===== src/rtl/conv_loop_ctrl.sv =====
// Loop controller for the convolution datapath.
// Walks orow/ocol/oc (outer) and kr/kc/ic (inner taps), producing input,
// weight, bias and output addresses plus the bias/read/pad/MAC/saturate/write
// strobes. Padded taps are flagged so the datapath injects zero instead of
// reading memory. A stall input freezes all state and masks every strobe.
module conv_loop_ctrl #(
    parameter int DIM_IN  = 32,
    parameter int DIM_OUT = 32,
    parameter int DIM_K   = 5,
    parameter int IN_CH   = 3,
    parameter int OUT_CH  = 32,
    parameter int STRIDE  = 1,
    parameter int PADDING = 2,
    parameter int MAC_LAT = 2,
    parameter int ADDR_W  = 16
) (
    input  logic              clk_i,
    input  logic              reset_i,
    input  logic              start_i,
    input  logic              stall_i,
    output logic              busy_o,
    output logic              done_o,
    output logic [ADDR_W-1:0] s_addr_o,
    output logic [ADDR_W-1:0] w_addr_o,
    output logic [ADDR_W-1:0] b_addr_o,
    output logic [ADDR_W-1:0] save_addr_o,
    output logic              en_bias_o,
    output logic              en_read_o,
    output logic              pad_zero_o,
    output logic              en_mac_o,
    output logic              en_sat_o,
    output logic              en_write_o
);

    typedef enum logic [2:0] {
        ST_IDLE,
        ST_BIAS,
        ST_ACC,
        ST_DRAIN,
        ST_SAT,
        ST_WRITE,
        ST_DONE
    } state_t;

    // Terminal values of each 8-bit loop counter.
    localparam logic [7:0] K_LAST  = 8'(DIM_K - 1);
    localparam logic [7:0] IC_LAST = 8'(IN_CH - 1);
    localparam logic [7:0] OC_LAST = 8'(OUT_CH - 1);
    localparam logic [7:0] O_LAST  = 8'(DIM_OUT - 1);
    localparam logic [7:0] DR_LAST = 8'(MAC_LAT - 1);

    state_t             state_q, state_d;
    logic [7:0]         orow_q, orow_d;
    logic [7:0]         ocol_q, ocol_d;
    logic [7:0]         oc_q, oc_d;
    logic [7:0]         kr_q, kr_d;
    logic [7:0]         kc_q, kc_d;
    logic [7:0]         ic_q, ic_d;
    logic [7:0]         drain_q, drain_d;
    logic [MAC_LAT-1:0] mac_sr_q, mac_sr_d;

    logic               run;
    logic               last_tap;
    logic               last_point;
    logic signed [8:0]  in_row;
    logic signed [8:0]  in_col;
    logic               padded;

    assign run        = ~stall_i;
    assign last_tap   = (ic_q == IC_LAST) && (kc_q == K_LAST) && (kr_q == K_LAST);
    assign last_point = (oc_q == OC_LAST) && (ocol_q == O_LAST) && (orow_q == O_LAST);

    // State, loop counters and MAC delay line; all cleared by reset.
    always_ff @(posedge clk_i or posedge reset_i) begin
        if (reset_i) begin
            state_q  <= ST_IDLE;
            orow_q   <= '0;
            ocol_q   <= '0;
            oc_q     <= '0;
            kr_q     <= '0;
            kc_q     <= '0;
            ic_q     <= '0;
            drain_q  <= '0;
            mac_sr_q <= '0;
        end else begin
            state_q  <= state_d;
            orow_q   <= orow_d;
            ocol_q   <= ocol_d;
            oc_q     <= oc_d;
            kr_q     <= kr_d;
            kc_q     <= kc_d;
            ic_q     <= ic_d;
            drain_q  <= drain_d;
            mac_sr_q <= mac_sr_d;
        end
    end

    // Next-state and counter advance; nothing moves while stalled outside IDLE.
    always_comb begin
        state_d = state_q;
        orow_d  = orow_q;
        ocol_d  = ocol_q;
        oc_d    = oc_q;
        kr_d    = kr_q;
        kc_d    = kc_q;
        ic_d    = ic_q;
        drain_d = drain_q;
        case (state_q)
            ST_IDLE: begin
                if (start_i) begin
                    state_d = ST_BIAS;
                end
            end
            ST_BIAS: begin
                if (run) begin
                    state_d = ST_ACC;
                end
            end
            ST_ACC: begin
                if (run) begin
                    if (ic_q == IC_LAST) begin
                        ic_d = '0;
                        if (kc_q == K_LAST) begin
                            kc_d = '0;
                            if (kr_q == K_LAST) begin
                                kr_d = '0;
                            end else begin
                                kr_d = kr_q + 8'd1;
                            end
                        end else begin
                            kc_d = kc_q + 8'd1;
                        end
                    end else begin
                        ic_d = ic_q + 8'd1;
                    end
                    if (last_tap) begin
                        state_d = ST_DRAIN;
                    end
                end
            end
            ST_DRAIN: begin
                if (run) begin
                    if (drain_q == DR_LAST) begin
                        drain_d = '0;
                        state_d = ST_SAT;
                    end else begin
                        drain_d = drain_q + 8'd1;
                    end
                end
            end
            ST_SAT: begin
                if (run) begin
                    state_d = ST_WRITE;
                end
            end
            ST_WRITE: begin
                if (run) begin
                    if (oc_q == OC_LAST) begin
                        oc_d = '0;
                        if (ocol_q == O_LAST) begin
                            ocol_d = '0;
                            if (orow_q == O_LAST) begin
                                orow_d = '0;
                            end else begin
                                orow_d = orow_q + 8'd1;
                            end
                        end else begin
                            ocol_d = ocol_q + 8'd1;
                        end
                    end else begin
                        oc_d = oc_q + 8'd1;
                    end
                    state_d = last_point ? ST_DONE : ST_BIAS;
                end
            end
            ST_DONE: begin
                if (run) begin
                    state_d = ST_IDLE;
                end
            end
            default: begin
                state_d = ST_IDLE;
            end
        endcase
    end

    // MAC delay line: a tap issued now reaches en_mac MAC_LAT active cycles later.
    always_comb begin
        mac_sr_d = mac_sr_q;
        if (run) begin
            mac_sr_d[0] = (state_q == ST_ACC);
            for (int i = 1; i < MAC_LAT; i++) begin
                mac_sr_d[i] = mac_sr_q[i-1];
            end
        end
    end

    // Input coordinates of the current tap; out of range means zero padding.
    always_comb begin
        in_row = 9'(int'(orow_q) * STRIDE - PADDING + int'(kr_q));
        in_col = 9'(int'(ocol_q) * STRIDE - PADDING + int'(kc_q));
        padded = (int'(in_row) < 0) || (int'(in_row) >= DIM_IN) ||
                 (int'(in_col) < 0) || (int'(in_col) >= DIM_IN);
    end

    // Address decode from the held counters, so addresses freeze during a stall.
    always_comb begin
        s_addr_o    = padded ? '0 :
                      ADDR_W'((int'(in_row) * DIM_IN + int'(in_col)) * IN_CH + int'(ic_q));
        w_addr_o    = ADDR_W'(((int'(oc_q) * DIM_K + int'(kr_q)) * DIM_K + int'(kc_q)) * IN_CH
                              + int'(ic_q));
        b_addr_o    = ADDR_W'(oc_q);
        save_addr_o = ADDR_W'((int'(orow_q) * DIM_OUT + int'(ocol_q)) * OUT_CH + int'(oc_q));
    end

    // Strobe decode; every strobe and done is masked while stalled.
    always_comb begin
        busy_o     = (state_q != ST_IDLE) && (state_q != ST_DONE);
        done_o     = (state_q == ST_DONE) && run;
        en_bias_o  = (state_q == ST_BIAS) && run;
        en_read_o  = (state_q == ST_ACC) && run && !padded;
        pad_zero_o = (state_q == ST_ACC) && run && padded;
        en_mac_o   = mac_sr_q[MAC_LAT-1] && run;
        en_sat_o   = (state_q == ST_SAT) && run;
        en_write_o = (state_q == ST_WRITE) && run;
    end

endmodule


===== config.mk =====
export PLATFORM = sky130hd
export DESIGN_NAME = conv_loop_ctrl
export DESIGN_NICKNAME = d
export VERILOG_FILES = /design/src/rtl/conv_loop_ctrl.sv
export SDC_FILE = /design/constraint.sdc
export NUM_CORES = 1
export LEC_CHECK = 0
export ABC_AREA = 1
export CORE_AREA = 10 10 137 164
export DETAILED_ROUTE_END_ITERATION = 7
export DIE_AREA = 0 0 147 174
export GPL_TIMING_DRIVEN = 0
export PLACE_DENSITY = 0.66
export SKIP_LAST_GASP = 1
export SYNTH_ARGS = -nofsm -noshare
export SYNTH_HDL_FRONTEND = slang
export SYNTH_SLANG_ARGS = --single-unit

===== constraint.sdc =====
create_clock -name clk_i -period 7.7 [get_ports clk_i]
set_input_delay 1.155 -clock clk_i [delete_from_list [all_inputs] [get_ports clk_i]]
set_output_delay 1.155 -clock clk_i [all_outputs]
set_load 0.05 [all_outputs]

==> results.md, run 1 <==
- Share of the synthesized area in the top cell type: 0.225
- Final setup viols: 0
- Final ANT Viol Nets: 0
- First-pass detailed-route iteration total: 4
- Slew margin rel.: 0.477
- Later-pin clock latency in the skew report: 0.33 ns
- Critical Path AT: 6.18 ns
- Status: completed
- Largest net degree at the start of global routing: 36
- Detailed placement HPWL: 16,100 µm
- Clk buf depth: 2
- Area grow syn2layout: 17.6%
- Max-cap viol count: 0
- Die X: 147 µm
- YS warnings: 0
- Global-route total usage across every layer: 0.149
- TritonCTS Sinks: 61
- H-tree levels: 3
- Diodes inserted: 0
- Vias per std cell: 4.92
- Max FO, Critical Path: 7
- TritonCTS clock tree: done
- I/O pins: 76
- Die Footprint: 25,600 µm²
- Crit share post-route: 0.952
- Initial antenna violation count: 0
- Layout Nets: 1,478
- Total gr overflow: 0
- Total number of vias: 7,611
- FF+latch count, synth: 61
- Syn Inst Count: 1,191
- Critical path class: reg2out
- DRT Wirelength: 19,100 µm
- Final Skew: 0.00896 ns
- Num rows: 56
- DR iter-0 viols: 270
- Share of cells above drive strength 1: 0.0816
- Vias in the first global route: 7,231
- First-pass GRT wire length: 32,900 µm
- Slew Viols, Final: 0
- Count of different cell masters after synthesis: 52
- Synth area leaders: ha_1 23%, dfrtp_1 17%, inv_1 9.9%
- Worst-Margin Slew: 0.777 ns
- Top cell type by total area after synthesis: ha_1
- Hold Path Class: reg2reg
- CP Capture Type: output port
- Period minus WS final: 7.33 ns
- Ys flop type: dfrtp_1
- Hold-fix buffers at CTS: 0
- CP required: 6.55 ns
- Setup TNS: 0 ns
- Post-synth EDFFs: 0
- RSZ-0062 raised after global routing: yes
- Slowest cell on crit path: dfrtp_1
- Register-to-register setup slack: 5.50 ns
- Seq/Total Area, Yosys: 0.173
- Fill count: 1,897
- Cell-by-cell trace of the critical path: ha_1 -> fa_1 -> ha_1 -> a21oi_1 -> o21ai_1 -> xor2_1 -> inv_1 -> ha_1 -> fa_1 -> ha_2 -> nand2_1 -> o311a_1 -> xnor2_2 -> fa_1 -> ha_1 -> a21oi_1 -> a21boi_4 -> o21ai_0 -> xor2_1 -> clkbuf_4
- Ys async rst share: 1.00
- DIE HEIGHT: 174 µm
- CP Launch Type: register
- Syn_area_per_cell: 7.41 µm²
- DRC violations left: 0
- Top cell by count, worst path: ha_1
- Clock slew at reported path FFs: 0.06 ns
- FMAX: 136 MHz
- Initial core utilization: 0.458
- TritonCTS buffer count: 9
- Placeable Area: 19,300 µm²
- GPL Wtd Cong: 0.849
- Fin. Hold Viols: 0
- Synthesized cell area: 8830 µm²
- CTS Root Buffer Type: clkbuf_16
- Critical Path Max Stage Delay: 0.49 ns
- Number of I/O port buffers: 67
- Drt wl/cell: 12.3 µm
-- worst max-delay path: cells and delay by family, from the launching register on --
kind	cells	cell delay, ns
simple gates	1	0.11
flops	1	0.49
fa+ha+maj	8	3.19
compound gates	6	1.20
buf+inv	2	0.34
xor+xnor	3	0.51
-- layout by cell type, fill, tap and decap left out, drive strengths merged, types with 2 or more instances in the layout --
master and count:
o21bai 5, a31oi 4, conb 8, a21oi 68, or2 3, dfrtp 61, nor3 18, clkdlybuf4s50 52
o21ai 48, fa 33, nand3b 3, buf 27, nor4 9, nor3b 2, xnor2 25, clkinv 2
o31ai 2, nand2 220, a21boi 2, nor2 89, nand3 76, nand4 28, a21o 4, and2 2
clkbuf 16, dlymetal6s2s 5, bufinv 2, o211ai 2, a22oi 2, inv 238, ha 159, xor2 60
-- stage by stage --
step                       util  setup slack (ns)  instances  area, µm²  hold slack (ns)
after global routing      0.539           -0.0506       1548      10400            0.519
after detailed placement  0.513            -0.386       1527       9880            0.487
after global placement    0.512            -0.315       1526       9860            0.473
after floorplan               -             0.174       1198       8860            0.450
final                     0.539             0.368       1548      10400            0.495
after CTS                 0.529            -0.111       1543      10200            0.501
-- worst paths after layout --
check                                         from                      end  depth (start not counted)
max                            oc_q[2]$_DFFE_PP0P_              w_addr_o[9]                         20
min reg2reg                mac_sr_q[1]$_DFFE_PP0N_  mac_sr_q[1]$_DFFE_PP0N_                          2
max in group asynchronous                  reset_i      oc_q[6]$_DFFE_PP0P_                          3
min in group asynchronous                  reset_i   drain_q[3]$_DFFE_PP0P_                          2
max reg2reg                    oc_q[0]$_DFFE_PP0P_    orow_q[7]$_DFFE_PP0P_                          7
min                        mac_sr_q[1]$_DFFE_PP0N_  mac_sr_q[1]$_DFFE_PP0N_                          2
-- final cells by class --
type	count	area [µm²]	area share
Inverter	238	895	0.0862
Clock inverter	5	81.3	0.00784
Buffer	17	120	0.0116
Multi-Input combinational cell	882	6460	0.622
Sequential cell	61	1530	0.148
Timing Repair Buffer	73	713	0.0687
Tap cell	261	327	0.0315
Clock buffer	11	253	0.0243
-- kinds of logic (layout without fill, tap and decap cells) --
logic type,after synthesis,count (layout),synth area share
AO/OA/AOI/OAI,146,146,0.0916
XOR/XNOR,85,85,0.0843
adder cells (fa/ha/maj),192,192,0.300
buffers and inverters,255,344,0.115
flip-flops,61,61,0.173
multiplexers,1,1,0.00128
other,1,8,0.000425
AND/OR/NAND/NOR,450,450,0.234
-- flip-flops by register name (all words and copies together) (netlist names) --
register / count
kr_q: 8
kc_q: 8
oc_q: 8
mac_sr_q: 2
orow_q: 8
drain_q: 8
ocol_q: 8
state_q: 3
ic_q: 8
-- repair_timing --
| action | 4_1_cts | 5_1_grt |
|---|---|---|
| pin swaps | 0 | 4 |
| setup endpoints to repair | 10 | 15 |
| gates resized for setup | 42 | 55 |
| buffers inserted | 0 | 5 |
-- cell usage after synthesis, types with 3 or more instances --
cell and n:
a21o_1 4, a21oi_1 68, a31oi_1 4, buf_2 3, buf_4 14, dfrtp_1 61, fa_1 33, ha_1 159
inv_1 233, inv_2 4, nand2_1 216, nand3_1 75, nand3b_1 3, nand4_1 26, nor2_1 82, nor2_2 3
nor2_4 3, nor3_1 14, nor4_1 7, o21ai_0 48, o21bai_1 5, xnor2_1 25, xor2_1 60
-- per-layer routing --
metal	vias to the layer above	share of wire	GRT usage
met1	3476	0.45	0.179
met2	93	0.50	0.270
met4	0	0.016	0.0397
li1	4027	-	-
met5	-	0	0
met3	15	0.029	0.0226
Power of run 1 is not shown: default switching activity piles up to over one toggle a cycle in this logic, so the estimate is an artifact.
==> inputs of run 2 (changes only) <==
--- a/config.mk
+++ b/config.mk
@@ -10,7 +10,7 @@
 export DETAILED_ROUTE_END_ITERATION = 7
 export DIE_AREA = 0 0 147 174
 export GPL_TIMING_DRIVEN = 0
-export PLACE_DENSITY = 0.66
+export PLACE_DENSITY = 0.77
 export SKIP_LAST_GASP = 1
 export SYNTH_ARGS = -nofsm -noshare
 export SYNTH_HDL_FRONTEND = slang
==> results.md, run 2 (synthesis results as in run 1) <==
- Status: completed
- Num rows: 56
- Critical Path AT: 6.21 ns
- CTS Root Buffer Type: clkbuf_16
- I/O pins: 76
- First-pass GRT wire length: 34,000 µm
- Final setup viols: 0
- Vias per std cell: 5.05
- Area grow syn2layout: 17.3%
- Routed met2 length: 10,700 µm
- DRC violations left: 0
- First-pass detailed-route iteration total: 5
- Global-route total usage across every layer: 0.153
- Crit share post-route: 0.956
- TritonCTS clock tree: done
- Clock slew at reported path FFs: 0.06 ns
- Fin. Hold Viols: 0
- Initial antenna violation count: 0
- Hold Path Class: reg2reg
- Period minus WS final: 7.36 ns
- Total gr overflow: 0
- Die Footprint: 25,600 µm²
- Total number of vias: 7,807
- Layout Nets: 1,476
- Diodes inserted: 0
- Placeable Area: 19,300 µm²
- Final ANT Viol Nets: 0
- Slew margin rel.: 0.405
- Max FO, Critical Path: 8
- Met3 routed WL: 565 µm
- Vias in the first global route: 7,675
- Largest net degree at the start of global routing: 33
- Wl on met1: 8190 µm
- Share of cells above drive strength 1: 0.0794
- Drt wl/cell: 12.8 µm
- Die X: 147 µm
- Later-pin clock latency in the skew report: 0.33 ns
- TritonCTS Sinks: 61
- DRT Wirelength: 19,900 µm
- DR iter-0 viols: 367
- Number of I/O port buffers: 67
- Detailed placement HPWL: 16,700 µm
- TritonCTS buffer count: 9
- CP Capture Type: output port
- FMAX: 136 MHz
- Layout Utilization: 0.538
- GPL Wtd Cong: 0.881
- Final Skew: 0.00550 ns
- RSZ-0062 raised after global routing: yes
- Critical path class: reg2out
- Hold-fix buffers at CTS: 0
- Initial core utilization: 0.458
- Uppermost layer routed: met4
- H-tree levels: 3
- Clk buf depth: 2
- CP required: 6.55 ns
- Slew Viols, Final: 0
- Max-cap viol count: 0
- Most common cell after layout, fill and taps aside: inv_1
- DIE HEIGHT: 174 µm
- Worst-Margin Slew: 0.885 ns
- Fill count: 1,781
- CP Launch Type: register
- Commonest non-fill, non-tap cells in the layout: 232 x inv_1, 216 x nand2_1, 151 x ha_1
==> run 2: cell types whose count changed in the layout (fill, tap and decap cells not counted), sizes merged <==
cell / previous run / this run
buf: 27 / 28
inv: 238 / 237
clkinv: 2 / 3
clkbuf: 16 / 12
bufinv: 2 / 3
==> run 2: layer usage <==
metal  GRT usage  vias to the layer above
met1       0.172                     3630
met4      0.0484                        0
met3      0.0210                       27
li1            -                     4035
met2       0.290                      115
met5           0                        -
==> run 2: timing repair <==
action / 4_1_cts / 5_1_grt
setup endpoints to repair: 10 / 15
buffers inserted: 0 / 3
resized for setup: 42 / 57
pin swaps: 0 / 4
==> run 2: per-stage QoR <==
stage	instances	setup slack (ns)	instance area, µm²	setup TNS (ns)	hold WS, ns
after floorplan	1198	0.174	8860	0	0.450
after global placement	1526	-0.300	9860	-1.40	0.468
after detailed placement	1527	-0.468	9880	-2.72	0.494
after CTS	1543	-0.106	10200	-0.106	0.503
after global routing	1546	-0.0900	10400	-0.0900	0.520
final	1546	0.335	10400	0	0.500
==> run 2: layout make-up <==
class	count	area (µm²)	share of cell area
inverter	238	895	0.0864
timing repair buffer	71	697	0.0673
clock inverter	6	111	0.0108
clock buffer	10	229	0.0221
multi-input combinational	882	6450	0.622
tap	261	327	0.0315
sequential	61	1530	0.148
buffer	17	120	0.0116
==> run 2: critical path, stage by stage (launching register included) <==
cell,delay [ns]
dfrtp_1,0.50
ha_1,0.35
ha_1,0.30
inv_1,0.06
fa_1,0.49
xnor2_1,0.28
ha_1,0.30
fa_1,0.47
ha_1,0.37
a21o_1,0.19
o21bai_1,0.21
xnor2_1,0.15
inv_1,0.10
fa_1,0.46
ha_1,0.36
nand2_1,0.06
o21ai_0,0.39
a21boi_4,0.14
o21bai_1,0.22
nand2_1,0.10
nand2_1,0.08
nand2_1,0.05
nand2_1,0.05
buf_4,0.19
==> run 2: worst paths after layout <==
path / startpoint / endpoint / slack (ns) / depth (start not counted)
setup / recovery: oc_q[0]$_DFFE_PP0P_ / w_addr_o[13] / 0.34 / 23
hold / removal: drain_q[3]$_DFFE_PP0P_ / drain_q[3]$_DFFE_PP0P_ / 0.50 / 1
setup reg to reg: oc_q[0]$_DFFE_PP0P_ / orow_q[7]$_DFFE_PP0P_ / 5.47 / 7
hold reg to reg: drain_q[3]$_DFFE_PP0P_ / drain_q[3]$_DFFE_PP0P_ / 0.50 / 1
max in group asynchronous: reset_i / ic_q[2]$_DFFE_PP0P_ / 5.83 / 3
min in group asynchronous: reset_i / drain_q[2]$_DFFE_PP0P_ / 1.25 / 2
Power of run 2 is left out for the same reason.
